[src/rtl/lsu_pkg.sv]
// lsu_pkg: shared types and helpers for the load/store alignment unit.
//   - funct3 encodings for RV32I loads and stores
//   - FSM state enum
//   - size_decode(): funct3 + direction -> byte count, sign flag, legality
//   - byte_mask(): 8-lane mask covering the access within a two-word window
package lsu_pkg;

  localparam logic [2:0] Funct3B  = 3'b000;
  localparam logic [2:0] Funct3H  = 3'b001;
  localparam logic [2:0] Funct3W  = 3'b010;
  localparam logic [2:0] Funct3Bu = 3'b100;
  localparam logic [2:0] Funct3Hu = 3'b101;

  typedef enum logic [1:0] {StIdle, StAcc0, StAcc1, StResp} lsu_state_e;

  typedef struct packed {
    logic [2:0] n;      // access size in bytes: 1, 2 or 4
    logic       sgn;    // sign-extend load result
    logic       legal;
  } size_dec_t;

  function automatic size_dec_t size_decode(input logic [2:0] funct3, input logic we);
    size_dec_t d;
    d.n     = 3'd1;
    d.sgn   = 1'b0;
    d.legal = 1'b0;
    case (funct3)
      Funct3B:  begin d.n = 3'd1; d.sgn = ~we; d.legal = 1'b1; end
      Funct3H:  begin d.n = 3'd2; d.sgn = ~we; d.legal = 1'b1; end
      Funct3W:  begin d.n = 3'd4; d.legal = 1'b1; end
      // Unsigned variants exist only for loads.
      Funct3Bu: begin d.n = 3'd1; d.legal = ~we; end
      Funct3Hu: begin d.n = 3'd2; d.legal = ~we; end
      default:  ;
    endcase
    return d;
  endfunction

  // Lanes 7:4 belong to the following word; any bit there means the access splits.
  function automatic logic [7:0] byte_mask(input logic [2:0] n, input logic [1:0] off);
    logic [7:0] base;
    case (n)
      3'd1:    base = 8'h01;
      3'd2:    base = 8'h03;
      default: base = 8'h0F;
    endcase
    return base << off;
  endfunction

endpackage

[src/rtl/lsu_load_extract.sv]
// lsu_load_extract: combinational load-data extraction.
//   data_i   {hi, lo} two-word window as read from RAM
//   offset_i byte offset of the access within lo
//   size_i   access size in bytes (1, 2, 4)
//   sign_i   sign-extend when set, zero-extend otherwise
//   result_o right-justified, extended 32-bit load value
module lsu_load_extract (
  input  logic [63:0] data_i,
  input  logic [1:0]  offset_i,
  input  logic [2:0]  size_i,
  input  logic        sign_i,
  output logic [31:0] result_o
);

  logic [31:0] shifted;

  // Shift in the full 64-bit context so hi bytes slide down, then keep the low word.
  assign shifted = 32'(data_i >> {offset_i, 3'b000});

  always_comb begin
    case (size_i)
      3'd1:    result_o = {{24{sign_i & shifted[7]}}, shifted[7:0]};
      3'd2:    result_o = {{16{sign_i & shifted[15]}}, shifted[15:0]};
      default: result_o = shifted;
    endcase
  end

endmodule

[src/rtl/lsu_align.sv]
// lsu_align: load/store alignment unit between RV32I execute and a byte-lane RAM.
// Accepts one byte-addressed access per handshake, drives word address, lane enables and
// lane-shifted store data, and returns extended load data with a one-cycle o_done pulse.
//
// Ports:
//   clk, rst (async, active-low), clk_en (low freezes all state)
//   i_req/o_ready handshake; i_we, i_funct3, i_addr, i_wdata request fields
//   o_done/o_rdata/o_fault registered completion
//   o_mem_* / i_mem_read_data RAM data port (combinational read)
//
// Build option: define LSU_MISALIGNED_EN to split word-crossing accesses into two RAM
// beats; without it such accesses complete with o_fault and no RAM activity.
module lsu_align
  import lsu_pkg::*;
#(
  parameter int unsigned ADDR_WIDTH = 31,
  parameter int unsigned DATA_WIDTH = 31
) (
  input  logic                  clk,
  input  logic                  rst,
  input  logic                  clk_en,
  input  logic                  i_req,
  output logic                  o_ready,
  input  logic                  i_we,
  input  logic [2:0]            i_funct3,
  input  logic [ADDR_WIDTH:0]   i_addr,
  input  logic [DATA_WIDTH:0]   i_wdata,
  output logic                  o_done,
  output logic [DATA_WIDTH:0]   o_rdata,
  output logic                  o_fault,
  output logic                  o_mem_read_req,
  output logic [ADDR_WIDTH:0]   o_mem_read_addr,
  input  logic [DATA_WIDTH:0]   i_mem_read_data,
  output logic                  o_mem_write_enable,
  output logic [3:0]            o_mem_byte_enable,
  output logic [ADDR_WIDTH:0]   o_mem_write_addr,
  output logic [DATA_WIDTH:0]   o_mem_write_data
);

  localparam logic [ADDR_WIDTH:0] WordOne = 1;

  lsu_state_e state_q, state_d;

  size_dec_t dec;
  logic      accept, req_fault, split;
  logic [7:0] mask8;

  logic                  we_q, sgn_q;
  logic [2:0]            n_q;
  logic [1:0]            off_q;
  logic [ADDR_WIDTH:0]   word_q;
  logic [DATA_WIDTH:0]   wdata_q;
  logic                  done_q, fault_q;
  logic [DATA_WIDTH:0]   rdata_q, rdata_ext;
  logic [2*DATA_WIDTH+1:0] ld_data;
  logic [DATA_WIDTH:0]   st_lo;

  logic                in_beat;
  logic [ADDR_WIDTH:0] beat_word;
  logic [3:0]          beat_be;
  logic [DATA_WIDTH:0] beat_data;

  assign dec    = size_decode(i_funct3, i_we);
  assign accept = i_req && clk_en && (state_q == StIdle);
  assign mask8  = byte_mask(n_q, off_q);
  assign split  = |mask8[7:4];

`ifdef LSU_MISALIGNED_EN
  logic [DATA_WIDTH:0]     lo_q;
  logic [DATA_WIDTH:0]     st_hi;
  logic [2*DATA_WIDTH+1:0] st_data64;

  assign req_fault = ~dec.legal;
  assign st_data64 = {{(DATA_WIDTH+1){1'b0}}, wdata_q} << {off_q, 3'b000};
  assign st_lo     = st_data64[DATA_WIDTH:0];
  assign st_hi     = st_data64[2*DATA_WIDTH+1:DATA_WIDTH+1];
  // In ACC1 the live read data is the hi word; lo was captured at the end of ACC0.
  assign ld_data   = (state_q == StAcc1) ? {i_mem_read_data, lo_q}
                                         : {{(DATA_WIDTH+1){1'b0}}, i_mem_read_data};
`else
  logic [7:0] req_mask8;

  assign req_mask8 = byte_mask(dec.n, i_addr[1:0]);
  assign req_fault = ~dec.legal | (|req_mask8[7:4]);
  assign st_lo     = wdata_q << {off_q, 3'b000};
  assign ld_data   = {{(DATA_WIDTH+1){1'b0}}, i_mem_read_data};
`endif

  lsu_load_extract u_extract (
    .data_i   (ld_data),
    .offset_i (off_q),
    .size_i   (n_q),
    .sign_i   (sgn_q),
    .result_o (rdata_ext)
  );

  // State register.
  always_ff @(posedge clk or negedge rst) begin
    if (!rst) begin
      state_q <= StIdle;
    end else begin
      state_q <= state_d;
    end
  end

  // Next-state logic.
  always_comb begin
    state_d = state_q;
    if (clk_en) begin
      unique case (state_q)
        StIdle: if (i_req) state_d = req_fault ? StResp : StAcc0;
`ifdef LSU_MISALIGNED_EN
        StAcc0: state_d = split ? StAcc1 : StResp;
        StAcc1: state_d = StResp;
`else
        StAcc0: state_d = StResp;
`endif
        StResp: state_d = StIdle;
        default: state_d = StIdle;
      endcase
    end
  end

  // Output logic: RAM port is driven only while a beat is in progress.
  always_comb begin
    o_mem_read_req     = 1'b0;
    o_mem_read_addr    = '0;
    o_mem_write_enable = 1'b0;
    o_mem_byte_enable  = '0;
    o_mem_write_addr   = '0;
    o_mem_write_data   = '0;
    in_beat   = 1'b0;
    beat_word = word_q;
    beat_be   = mask8[3:0];
    beat_data = st_lo;
    case (state_q)
      StAcc0: in_beat = 1'b1;
`ifdef LSU_MISALIGNED_EN
      StAcc1: begin
        in_beat   = 1'b1;
        beat_word = word_q + WordOne;
        beat_be   = mask8[7:4];
        beat_data = st_hi;
      end
`endif
      default: ;
    endcase
    if (in_beat) begin
      if (we_q) begin
        o_mem_write_enable = 1'b1;
        o_mem_write_addr   = beat_word;
        o_mem_byte_enable  = beat_be;
        o_mem_write_data   = beat_data;
      end else begin
        o_mem_read_req  = 1'b1;
        o_mem_read_addr = beat_word;
      end
    end
  end

  assign o_ready = (state_q == StIdle);
  assign o_done  = done_q;
  assign o_fault = fault_q;
  assign o_rdata = rdata_q;

  // Request capture and registered completion.
  always_ff @(posedge clk or negedge rst) begin
    if (!rst) begin
      we_q    <= 1'b0;
      sgn_q   <= 1'b0;
      n_q     <= '0;
      off_q   <= '0;
      word_q  <= '0;
      wdata_q <= '0;
      done_q  <= 1'b0;
      fault_q <= 1'b0;
      rdata_q <= '0;
`ifdef LSU_MISALIGNED_EN
      lo_q    <= '0;
`endif
    end else if (clk_en) begin
      done_q  <= 1'b0;
      fault_q <= 1'b0;
      rdata_q <= '0;
      if (accept) begin
        we_q    <= i_we;
        sgn_q   <= dec.sgn;
        n_q     <= dec.n;
        off_q   <= i_addr[1:0];
        word_q  <= i_addr >> 2;
        wdata_q <= i_wdata;
        if (req_fault) begin
          done_q  <= 1'b1;
          fault_q <= 1'b1;
        end
      end
      if (state_q == StAcc0 && !split) begin
        done_q <= 1'b1;
        if (!we_q) rdata_q <= rdata_ext;
      end
`ifdef LSU_MISALIGNED_EN
      if (state_q == StAcc0) lo_q <= i_mem_read_data;
      if (state_q == StAcc1) begin
        done_q <= 1'b1;
        if (!we_q) rdata_q <= rdata_ext;
      end
`endif
    end
  end

endmodule

[config.mk]
export PLATFORM = sky130hd
export DESIGN_NAME = lsu_align
export DESIGN_NICKNAME = d
export VERILOG_FILES = /design/src/rtl/lsu_pkg.sv /design/src/rtl/lsu_load_extract.sv /design/src/rtl/lsu_align.sv
export SDC_FILE = /design/constraint.sdc
export NUM_CORES = 1
export LEC_CHECK = 0
export ABC_AREA = 1
export CAP_MARGIN = 20
export CORE_MARGIN = 2
export CORE_UTILIZATION = 46
export DETAILED_ROUTE_END_ITERATION = 8
export GPL_ROUTABILITY_DRIVEN = 0
export GPL_TIMING_DRIVEN = 0
export PLACE_DENSITY_LB_ADDON = 0.1
export SLEW_MARGIN = 10
export SYNTH_ARGS = -nofsm -noshare
export SYNTH_HDL_FRONTEND = slang
export SYNTH_HIERARCHICAL = 1
export SYNTH_SLANG_ARGS = --single-unit
export TNS_END_PERCENT = 20
[constraint.sdc]
create_clock -name clk -period 2.09 [get_ports clk]
set_input_delay 0.627 -clock clk [delete_from_list [all_inputs] [get_ports clk]]
set_output_delay 0.627 -clock clk [all_outputs]
set_load 0.005 [all_outputs]
# [Yosys cells after proc, flatten, opt, wreduce, memory -nomap -nowiden]
# Index checks and enable logic that the tools add are counted.
[totals] regBits=105 elab_cells=70
[classes] n_eq_ne=10 n_shift=4 mux=27 n_bitwise=5 n_reduce_logical=14
[ops] cell="$mux W32" n=4
[ops] cell="$mux W30" n=4
[ops] cell="$pmux W32 S2" n=1
[ops] cell="$shl A32 B5 Y32" n=1
[ops] cell="$shr A32 B5 Y32" n=1
[ops] cell="$pmux W4 S2" n=2
[ops] cell="$shl A8 B2 Y8" n=2
[ops] cell="$eq A3 B1 Y1 const B" n=3
[ops] cell="$eq A3 B2 Y1 const B" n=3
[ops] cell="$mux W1" n=9
[ops] cell="$mux W4" n=2
[ops] cell="$reduce_or A4 Y1" n=2
[ops] cell="$eq A3 B3 Y1 const B" n=2
[ops] cell="$pmux W3 S2" n=1
[ops] cell="$reduce_or A2 Y1" n=3
[ops] cell="$mux W2" n=2
[ops] cell="$pmux W2 S2" n=1
[ops] cell="$reduce_and A2 Y1" n=2
[ops] cell="$logic_and A1 B1 Y1" n=3
[ops] cell="$logic_not A3 Y1" n=1
[ops] cell="$reduce_or A3 Y1" n=1
[ops] cell="$and A1 B1 Y1" n=2
[ops] cell="$eq A2 B1 Y1 const B" n=1
[ops] cell="$logic_not A2 Y1" n=1
[ops] cell="5 further kinds" n=6

# [Longest topological paths before layout]
# Gate-level depths: netlist of the first run.
[depth] depth_word=11 mapped_depth=12 ltp_nobuf=11

# [Hierarchy]
# The synthesis of the first run kept the hierarchy.
[by_module_without_submodules] module="lsu_align" instances=1 cells_each=734 area_per_inst_um2=5353.9
[by_module_without_submodules] module="lsu_load_extract" instances=1 cells_each=300 area_per_inst_um2=1376.3

# [Worst setup path before layout of the first run]
# OpenSTA, ideal clock, no wires.
[synth_timing] path_type="reg2out" startpoint="register off_q[0]" endpoint="output o_mem_write_data[29]" arrival_time_ns=1.215 required_ns=1.463 slack_ns=0.248 stages_incl_launch_ff=8 path_buffers=2 path_cell_list="dfrtp_1 buf_2 buf_2 nand2_1 o21ai_0 nand2_1 nand2_1 a31oi_1"
[synth_between] elab_chain_cells=3
[synth_rtl] element="from (decl)" line="lsu_align.sv:50" source="logic [1:0] off_q;"
[synth_rtl] element="from (signal assigned)" line="lsu_align.sv:189" source="off_q <= i_addr[1:0];"
[synth_rtl] element="$shl A32 B5 Y32" line="lsu_align.sv:85" source="assign st_lo = wdata_q << {off_q, 3'b000};"
[synth_rtl] element="$mux W32" line="lsu_align.sv:149" source="if (we_q) begin"
[synth_rtl] element="$mux W32" line="lsu_align.sv:148" source="if (in_beat) begin"
[synth_rtl] element="to (decl)" line="lsu_align.sv:37" source="output logic [DATA_WIDTH:0] o_mem_write_data"
# No other way between the ends.

# [Worst setup path after layout of the first run]
[layout_timing] startpoint="register state_q[0]" endpoint="output o_mem_write_data[22]"
[layout_between] elab_chain_cells=3
[layout_rtl] element="from (decl)" line="lsu_align.sv:42" source="lsu_state_e state_q, state_d;"
[layout_rtl] element="from (signal assigned)" line="lsu_align.sv:100" source="state_q <= StIdle;"
[layout_rtl] element="from (signal assigned)" line="lsu_align.sv:102" source="state_q <= state_d;"
[layout_rtl] element="$eq A2 B1 Y1" line="lsu_align.sv:136" source="case (state_q)"
[layout_rtl] element="$mux W1" line="lsu_align.sv:136"
[layout_rtl] element="$mux W32" line="lsu_align.sv:148"
# No other way between the ends.

==> flow_metrics.py, run 1 <==
metrics = {
    "clocking": {
        "cts-buffers-inserted": 9,
        "htree_num_levels": 3,
        "tritoncts": "yes",
        "insertion_delay_ps": 360,
        "clk_transition_reported_paths_ps": 70,
        "max-clock-path-buffers": 2,
        "cts_hold_buf": 0,
        "clock-root-buffer": "sky130_fd_sc_hd__clkbuf_16",
        "clkSinkCount": 105,
    },
    "power": {
        "power.switching_mw": 5.25,
        "p_clk_share_pct": 14.5,
        "total_power_divided_by_cell_area_nw_per_um2": 1160,
        "total_leakage_power_nw": 5.18,
        "maximum_vdd_drop_mv": 0.653,
        "internal_power_mw": 6.19,
        "power.combinational.fraction_pct": 57.3,
        "netSwitchingFraction_pct": 45.9,
        "share_seq_of_total_power_pct": 28.2,
    },
    "setup_path": {
        "slowest_delay_ps": 360,
        "critical_path.endpoint_type": "output pin",
        "worstReg2RegEnd": "o_rdata[18]",
        "crit_arrival_ps": 1790,
        "crit_chain": "inv_2 > nor2_4 > nand2_4 > a21oi_4 > buf_6 > buf_6 > o21ai_2 > a21oi_1 > buf_2",
        "critPathKind": "reg -> out",
        "timing.reg2reg.setup_slack_ps": 100,
        "critPathMaxFanout": 5,
        "r2r_start": "off_q[1]",
        "worst-endpoint-required_ps": 1460,
        "critical_path.slowest_cell": "sky130_fd_sc_hd__dfrtp_1",
        "ff2ff_path_depth": 13,
        "top_cell_by_count_worst_path": "sky130_fd_sc_hd__buf_6",
        "start_kind": "flop",
    },
    "placement": {
        "dp_hpwl_um": 16500,
        "post-place-ws_ps": -707,
        "port_buffers": 236,
    },
    "die": {
        "num_rows": 44,
        "core_area_um2": 14400,
        "die-width_um": 125,
        "pin_count": 241,
        "die_height_um": 125,
        "die_area_um2": 15600,
        "initial_core_util_pct": 46.7,
    },
    "worst_hold_path": {
        "min-delay-path-class": "in -> async",
    },
    "outcome": {
        "failed_checks": "setup timing",
        "result_of_the_run": "complete, but fails checks",
    },
    "synthesis": {
        "syn_area_um2": 6730,
        "yosysSeqAreaShare_pct": 39.0,
        "yosysWarningCount": 6,
        "synth_edf_count": 0,
        "synth_ff_type": "sky130_fd_sc_hd__dfrtp_1",
        "syn_avg_cell_area_um2": 6.51,
        "synth-async-reset-ratio_pct": 100,
        "synth-seq-cells": 105,
        "leading_cell_types_by_total_area_after_synthesis": "sky130_fd_sc_hd__dfrtp_1 39%, sky130_fd_sc_hd__nand2_1 20%, sky130_fd_sc_hd__inv_1 7.1%",
        "ys_types": 34,
        "synth_area_leader_cell": "sky130_fd_sc_hd__dfrtp_1",
        "syn_inst": 1034,
        "synthDominantCellAreaShare_pct": 39.0,
    },
    "final_layout": {
        "fillers": 1306,
        "area_delta_synth_final_pct": 45.9,
        "finalNetCount": 1433,
        "antenna_cells": 0,
        "drive_gt1_share_pct": 16.3,
    },
    "grt": {
        "grt_max_degree": 67,
        "top_usage_layer": "met2",
        "met2_use_gr_pct": 47.6,
        "globalRouteOverflowTotal": 0,
        "met3_usage_pct": 5.82,
        "antenna_found_initial": 0,
        "gr-usage-all-layers_pct": 28.1,
        "first_global_vias": 7252,
        "global_route.usage.met1_pct": 34.9,
        "grt_pass1_wl_um": 35700,
    },
    "timing": {
        "fin_skew_ps": 6.82,
        "final_max_slew_viol_count": 0,
        "timing.setup.tns_ps": -20890,
        "finalHoldViolCount": 0,
        "post-route-period-util_pct": 116,
        "tightestPinTransition_ps": 665,
        "layout_setup_ws_ps": -328,
        "grt_setup_unrepaired": "yes",
        "achievable-frequency_mhz": 414,
        "timing.final.setup_violations": 99,
        "max_transition_margin_pct": 55.5,
        "layout_min_cycle_time_ps": 2420,
    },
    "drt": {
        "routed_wire_length_per_instance_um": 14.7,
        "routed-via-count": 7639,
        "drc": 0,
        "drtAntennaViolNets": 0,
        "via_per_inst": 5.03,
        "drt_pre_antenna_iters": 5,
        "detail_route.iter0.violations": 651,
        "totalWireLength_um": 22300,
    },
    "flow_run": {
        "max_cap_viol_count": 0,
    },
}
-- flip-flops by register name (all words and copies together), names as in the netlist --
| register | flops |
|---|---|
| beat_word | 30 |
| n_q | 3 |
| o_done | 1 |
| o_fault | 1 |
| o_rdata | 32 |
| off_q | 2 |
| sgn_q | 1 |
| state_q | 2 |
| wdata_q | 32 |
| we_q | 1 |
-- cell usage after synthesis (all sizes together), types with 2 or more instances --
master  count
or2         2
mux2i       8
nand4      34
nand2     368
inv       135
a31oi       8
nor2      122
o21ai      70
a21oi      39
dfrtp     105
buf        46
clkbuf     22
nand3      68
-- metal layers --
metal | part of all wire, % | wire (um)
met1 | 41 | 9160
met2 | 48 | 10800
met3 | 6.5 | 1450
met4 | 4.0 | 888
met5 | 0 | 0
-- placed cells by master, fill, tap and decap left out, drive strengths merged --
cell,synthesis,routed
nand3b,1,1
nand4,34,34
buf,46,120
clkdlybuf4s15,0,3
conb,1,29
o21a,1,1
and2,1,1
clkinv,1,5
nor3b,1,1
o21ai,70,70
a21oi,39,39
dfrtp,105,105
a31oi,8,8
inv,135,137
mux2i,8,8
nand3,68,68
or2,2,2
nor2,122,122
clkbuf,22,42
dlygate4sd2,0,31
nand2,368,368
clkinvlp,0,1
clkdlybuf4s50,0,137
o211ai,1,1
-- power groups by stage --
stage	combinational [mW]	sequential, mW	clock (mW)
floorplan	3.81	3.12	0
global placement	6.05	3.22	0
detailed placement	6.14	3.25	0
CTS	6.41	3.21	1.69
global route	7.24	3.29	1.77
finish	6.55	3.22	1.66
-- worst max path at each step --
stage / from / end / slack, ps / cells past startpoint
floorplan: off_q[0] / o_mem_write_data[29] / 250 / 7
global placement: rst / beat_word[8] / -3680 / 1
detailed placement: state_q[1] / o_mem_write_data[17] / -710 / 6
CTS: state_q[1] / o_mem_write_data[20] / -280 / 8
global route: state_q[0] / o_mem_write_data[22] / -390 / 9
finish: state_q[0] / o_mem_write_data[22] / -330 / 9
-- final cells by class --
type / count / area (um2) / share of cell area [%]
Sequential cell: 105 / 2630 / 26.8
Inverter: 136 / 523 / 5.33
Buffer: 67 / 468 / 4.76
Timing Repair Buffer: 257 / 2230 / 22.7
Clock buffer: 9 / 225 / 2.29
Tap cell: 184 / 230 / 2.34
Multi-Input combinational cell: 753 / 3450 / 35.1
Clock inverter: 7 / 66.3 / 0.675
-- worst max-delay path: cells and delay by family, from the launching register on --
family | cells | cell delay (ps)
simple gates | 2 | 280
flops | 1 | 360
buf+inv | 4 | 420
compound gates | 3 | 360
-- logic make-up (layout without fill, tap and decap cells) --
logic type	count (synthesis)	in the layout	synth area share, %
mux	8	8	1.19
buf+inv	204	476	13.5
compound gates	119	119	9.30
simple gates	597	597	36.9
other cells	1	29	0.0557
flops	105	105	39.0
-- metrics by stage --
| stage | cells | total power, mW | hold WS (ps) | utilization (%) | instance area (um2) |
|---|---|---|---|---|---|
| floorplan | 1062 | 6.92 | 331 | - | 6840 |
| finish | 1518 | 11.4 | 182 | 68.1 | 9820 |
| global route | 1518 | 12.3 | 198 | 68.1 | 9820 |
| global placement | 1482 | 9.27 | 463 | 65.4 | 9430 |
| CTS | 1518 | 11.3 | 189 | 68.0 | 9810 |
| detailed placement | 1483 | 9.39 | 466 | 65.6 | 9460 |
-- timing repair --
action                     4_1_cts  5_1_grt
resized for setup              356       33
setup endpoints to repair       99      101
pin swaps                       11        1
setup buffers                   17        0
cloned                           3        0
(Power assumes the default switching activity.)
==> inputs of run 2 (changes only) <==
- CORE_UTILIZATION: 46 -> 30
==> flow_metrics.py, run 2 (same netlist as run 1, synthesis figures left out) <==
metrics = {
    "outcome": {
        "result_of_the_run": "complete, but fails checks",
        "failed_checks": "setup timing",
    },
    "drt": {
        "drt_pre_antenna_iters": 5,
        "detail_route.iter0.violations": 398,
        "via_per_inst": 4.62,
        "drtAntennaViolNets": 0,
        "drc": 0,
        "routed_wire_length_per_instance_um": 15.3,
        "routed-via-count": 7512,
        "totalWireLength_um": 25000,
    },
    "timing": {
        "final_max_slew_viol_count": 0,
        "grt_setup_unrepaired": "yes",
        "fin_skew_ps": 11.4,
        "achievable-frequency_mhz": 411,
        "layout_setup_ws_ps": -344,
        "timing.final.setup_violations": 97,
        "layout_min_cycle_time_ps": 2430,
        "post-route-period-util_pct": 116,
        "fin_worst_hold_slack_ps": 139,
        "finalHoldViolCount": 0,
        "max_transition_margin_pct": 58.3,
        "tightestPinTransition_ps": 623,
    },
    "setup_path": {
        "worstReg2RegEnd": "o_rdata[24]",
        "worst-endpoint-required_ps": 1460,
        "ff2ff_path_depth": 14,
        "timing.reg2reg.setup_slack_ps": 60,
        "r2r_start": "off_q[1]",
        "critical_path.endpoint_type": "output pin",
        "critPathKind": "reg -> out",
        "start_kind": "flop",
        "worst_setup_path_endpoint": "o_mem_write_data[19]",
        "crit_start": "state_q[1]",
        "crit_arrival_ps": 1810,
        "critPathMaxFanout": 6,
    },
    "clocking": {
        "tritoncts": "yes",
        "clock-root-buffer": "sky130_fd_sc_hd__clkbuf_16",
        "clk_transition_reported_paths_ps": 80,
        "clkSinkCount": 105,
        "max-clock-path-buffers": 2,
        "insertion_delay_ps": 360,
        "htree_num_levels": 3,
        "cts_hold_buf": 0,
        "cts-buffers-inserted": 9,
    },
    "final_layout": {
        "drive_gt1_share_pct": 22.5,
        "fin_cells": 1627,
        "area_delta_synth_final_pct": 53.2,
        "fillers": 2324,
        "commonest_cells_after_routing_fill_and_taps_aside": "361 x sky130_fd_sc_hd__nand2_1, 136 x sky130_fd_sc_hd__clkdlybuf4s50_1, 125 x sky130_fd_sc_hd__inv_1",
        "finalNetCount": 1445,
        "sequential_cell_area_um2": 2630,
        "mostFrequentLayoutCell": "sky130_fd_sc_hd__nand2_1",
        "multiInputGateArea_um2": 3660,
    },
    "grt": {
        "grt_max_degree": 81,
        "met2_use_gr_pct": 34.9,
        "gr-usage-all-layers_pct": 20.8,
        "grt_pass1_wl_um": 39000,
        "antenna_found_initial": 0,
        "met3_usage_pct": 4.74,
        "top_usage_layer": "met2",
        "first_global_vias": 7352,
        "globalRouteOverflowTotal": 0,
        "global_route.usage.met1_pct": 26.8,
    },
    "die": {
        "pin_count": 241,
        "initial_core_util_pct": 30.7,
        "die_area_um2": 23600,
        "core_area_um2": 21900,
        "num_rows": 54,
        "die_height_um": 154,
        "die-width_um": 154,
    },
    "placement": {
        "port_buffers": 236,
        "dp_hpwl_um": 18600,
        "post-place-cells": 1579,
    },
    "flow_run": {
        "max_cap_viol_count": 0,
    },
    "power": {
        "maximum_vdd_drop_mv": 0.505,
        "total_leakage_power_nw": 5.26,
        "total_power_divided_by_cell_area_nw_per_um2": 1200,
        "finalPower_mw": 12.4,
    },
    "worst_hold_path": {
        "min-delay-path-class": "in -> async",
    },
}
run 2: changes by cell type in the layout (fill, tap and decap cells not counted), moves of 4 or more:
| cell | delta |
|---|---|
| sky130_fd_sc_hd__nor2_1 | -23 |
| sky130_fd_sc_hd__buf_12 | +5 |
| sky130_fd_sc_hd__o21ai_0 | -6 |
| sky130_fd_sc_hd__buf_2 | +32 |
| sky130_fd_sc_hd__buf_6 | +4 |
| sky130_fd_sc_hd__clkbuf_1 | -5 |
| sky130_fd_sc_hd__o21ai_2 | +5 |
| sky130_fd_sc_hd__dlygate4sd2_1 | -29 |
| sky130_fd_sc_hd__nor2_2 | +10 |
| sky130_fd_sc_hd__nand2_2 | +4 |
| sky130_fd_sc_hd__nor2_4 | +13 |
| sky130_fd_sc_hd__buf_8 | +4 |
run 2: layer usage:
metal	share of wire, %	vias up
met2	48	241
met5	0	-
met4	2.1	0
li1	-	3794
met1	43	3446
met3	6.2	31
run 2: how the worst min path moves through the flow:
stage / endpoint / depth (start not counted) / slack, ps
floorplan: beat_word[0] / 0 / 330
global placement: wdata_q[31] / 2 / 460
detailed placement: wdata_q[29] / 2 / 470
CTS: wdata_q[12] / 1 / 120
global route: wdata_q[12] / 1 / 140
finish: wdata_q[12] / 1 / 140
run 2: critical path, cell delays in order (launching register included):
cell                      delay (ps)
sky130_fd_sc_hd__dfrtp_2         420
sky130_fd_sc_hd__nor2_4          190
sky130_fd_sc_hd__nand2_8         110
sky130_fd_sc_hd__buf_4           160
sky130_fd_sc_hd__a21oi_4         150
sky130_fd_sc_hd__o21ai_1          90
sky130_fd_sc_hd__a21oi_1         170
sky130_fd_sc_hd__buf_2           150
run 2: metrics by stage:
stage	instance area [um2]	setup slack [ps]	TNS, ps	util [%]
2_1_floorplan	6840	248	0	-
6_report	10300	-344	-21480	47.1
4_1_cts	10100	-411	-25380	46.0
5_1_grt	10300	-424	-30070	47.1
3_3_place_gp	9550	-4030	-486970	43.6
3_5_place_dp	9580	-653	-67420	43.7
run 2: power breakdown:
| part | internal, mW | switching (mW) | total [mW] |
|---|---|---|---|
| Clock | 1.08 | 0.842 | 1.92 |
| Combinational | 2.92 | 4.34 | 7.26 |
| Sequential | 2.77 | 0.470 | 3.24 |
run 2: layout make-up:
cell class / count / area share, %
well taps: 280 / 3.40
clock buffers: 9 / 2.18
clock inverters: 7 / 1.09
diodes: 1 / 0.0243
plain buffers: 68 / 5.42
flip-flops and latches: 105 / 25.5
repair buffers: 266 / 21.8
inverters: 136 / 5.10
multi-input cells: 755 / 35.5
run 2: repair_timing:
item                       4_1_cts  5_1_grt
gates resized for setup        420      146
buffers inserted                21        5
pin swaps                       15       13
setup endpoints to repair       99      144
gates cloned                     3        2
==> inputs of run 3 (changes only) <==
--- a/config.mk
+++ b/config.mk
@@ -13,5 +13,5 @@
 export GPL_ROUTABILITY_DRIVEN = 0
 export GPL_TIMING_DRIVEN = 0
-export PLACE_DENSITY_LB_ADDON = 0.1
+export PLACE_DENSITY = 0.54
 export SLEW_MARGIN = 10
 export SYNTH_ARGS = -nofsm -noshare
==> constraint.sdc (replaced) <==
create_clock -name clk -period 2.09 [get_ports clk]
set_input_delay 0.627 -clock clk [delete_from_list [all_inputs] [get_ports clk]]
set_output_delay 0.627 -clock clk [all_outputs]
set_load 0.02 [all_outputs]
==> flow_metrics.py, run 3 (same netlist as run 1, synthesis figures left out) <==
metrics = {
    "grt": {
        "globalRouteOverflowTotal": 0,
        "grt_max_degree": 73,
        "first_global_vias": 7299,
        "antenna_found_initial": 1,
        "gr-usage-all-layers_pct": 20.9,
        "grt_pass1_wl_um": 39500,
    },
    "timing": {
        "layout_min_cycle_time_ps": 2400,
        "tightestPinTransition_ps": 666,
        "fin_skew_ps": 8.66,
        "achievable-frequency_mhz": 416,
        "layout_setup_ws_ps": -315,
        "finalHoldViolCount": 0,
        "max_transition_margin_pct": 55.4,
        "post-route-period-util_pct": 115,
        "timing.final.setup_violations": 98,
        "timing.setup.tns_ps": -21460,
        "final_max_slew_viol_count": 0,
        "grt_setup_unrepaired": "yes",
    },
    "power": {
        "finalPower_mw": 12.7,
        "netSwitchingFraction_pct": 49.0,
        "p_clk_share_pct": 12.7,
        "power.switching_mw": 6.23,
        "total_leakage_power_nw": 5.09,
        "power.combinational.fraction_pct": 61.7,
        "total_power_divided_by_cell_area_nw_per_um2": 1220,
        "share_seq_of_total_power_pct": 25.6,
        "maximum_vdd_drop_mv": 0.463,
        "internal_power_mw": 6.49,
    },
    "setup_path": {
        "worstReg2RegEnd": "o_rdata[19]",
        "start_kind": "flop",
        "r2r_start": "off_q[1]",
        "worst-endpoint-required_ps": 1460,
        "ff2ff_path_depth": 12,
        "crit_arrival_ps": 1780,
        "critPathKind": "reg -> out",
        "critPathMaxFanout": 11,
        "critical_path.endpoint_type": "output pin",
        "timing.reg2reg.setup_slack_ps": 160,
    },
    "drt": {
        "routed_wire_length_per_instance_um": 15.7,
        "via_per_inst": 4.66,
        "drtAntennaViolNets": 0,
        "routed-via-count": 7508,
        "totalWireLength_um": 25300,
        "drc": 0,
        "drt_pre_antenna_iters": 5,
        "detail_route.iter0.violations": 356,
    },
    "die": {
        "num_rows": 54,
        "pin_count": 241,
        "die_height_um": 154,
        "die-width_um": 154,
        "die_area_um2": 23600,
        "core_area_um2": 21900,
        "initial_core_util_pct": 30.7,
    },
    "final_layout": {
        "fin_cells": 1610,
        "final_cell_area_um2": 10500,
        "drive_gt1_share_pct": 20.2,
        "mostFrequentLayoutCell": "sky130_fd_sc_hd__nand2_1",
        "finalNetCount": 1430,
        "commonest_cells_after_routing_fill_and_taps_aside": "363 x sky130_fd_sc_hd__nand2_1, 136 x sky130_fd_sc_hd__clkdlybuf4s50_1, 124 x sky130_fd_sc_hd__inv_1",
        "fillers": 2319,
        "area_delta_synth_final_pct": 55.4,
    },
    "clocking": {
        "clock-root-buffer": "sky130_fd_sc_hd__clkbuf_16",
        "insertion_delay_ps": 350,
        "cts-buffers-inserted": 9,
        "cts_hold_buf": 0,
        "htree_num_levels": 3,
        "clk_transition_reported_paths_ps": 80,
        "clkSinkCount": 105,
        "max-clock-path-buffers": 2,
        "tritoncts": "yes",
    },
    "placement": {
        "dp_hpwl_um": 19300,
        "post-place-ws_ps": -750,
        "dpl-instance-area_um2": 9630,
        "post-place-cells": 1579,
        "port_buffers": 236,
    },
    "outcome": {
        "result_of_the_run": "complete, but fails checks",
        "failed_checks": "setup timing",
    },
    "worst_hold_path": {
        "min-delay-path-class": "in -> async",
    },
    "flow_run": {
        "max_cap_viol_count": 0,
    },
}
==> run 3: cell types whose count changed in the layout (fill, tap and decap cells not counted), sizes merged <==
cell,delta
clkinv,-2
bufinv,-2
clkdlybuf4s15,+25
inv,+2
buf,-37
clkbuf,-3
==> run 3: routing by layer <==
metal | up-vias | GRT usage (%) | wire, um
li1 | 3760 | - | -
met1 | 3468 | 27.8 | 11300
met2 | 255 | 35.1 | 12000
met3 | 25 | 4.31 | 1590
met4 | 0 | 4.46 | 393
met5 | - | 0 | 0
==> run 3: worst max-delay path, stage by stage (launching register included) <==
cell and delay (ps):
sky130_fd_sc_hd__dfrtp_2 430, sky130_fd_sc_hd__buf_12 160, sky130_fd_sc_hd__buf_6 150, sky130_fd_sc_hd__nand2_1 90
sky130_fd_sc_hd__o21ai_2 90, sky130_fd_sc_hd__nand2_1 70, sky130_fd_sc_hd__nand2_1 40, sky130_fd_sc_hd__a31oi_1 180
sky130_fd_sc_hd__buf_2 200
==> run 3: layout make-up <==
class                           count  area [um2]  area share, %
Inverter                          136         523           5.00
Clock inverter                      4        36.3          0.347
Clock buffer                       10         229           2.19
Timing Repair Buffer              250        2520           24.1
Antenna cell                        1        2.50         0.0239
Timing Repair inverter              1        6.26         0.0598
Multi-Input combinational cell    755        3670           35.1
Sequential cell                   105        2630           25.1
Buffer                             68         492           4.70
Tap cell                          280         350           3.35
==> run 3: timing repair <==
action                                 CTS  global route
setup endpoints to repair               99           122
cloned                                   2             2
setup buffers                            6             6
endpoints found under the hold margin    0             0
pin swaps                                3             4
resized for setup                      531            83
==> run 3: worst max-delay path by stage <==
stage,startpoint,end,slack (ps)
after detailed placement,state_q[1],o_mem_write_data[16],-750
after floorplan,state_q[1],o_mem_read_addr[3],-40
after CTS,state_q[0],o_mem_write_data[31],-300
final,off_q[0],o_mem_write_data[28],-310
after global routing,state_q[0],o_mem_write_data[27],-390
after global placement,rst,wdata_q[22],-3910
==> run 3: power groups by stage <==
| stage | Clock, mW | Sequential (mW) | Combinational, mW |
|---|---|---|---|
| 2_1_floorplan | 0 | 3.23 | 4.34 |
| 3_3_place_gp | 0 | 3.24 | 7.00 |
| 3_5_place_dp | 0 | 3.25 | 7.03 |
| 4_1_cts | 1.67 | 3.24 | 7.43 |
| 5_1_grt | 1.75 | 3.34 | 8.62 |
| 6_report | 1.62 | 3.26 | 7.85 |
==> run 3: metrics by stage <==
stage | hold slack [ps] | util, %
3_3_place_gp | 464 | 43.9
4_1_cts | 157 | 46.2
6_report | 156 | 47.8
3_5_place_dp | 466 | 44.0
2_1_floorplan | 331 | -
5_1_grt | 163 | 47.8
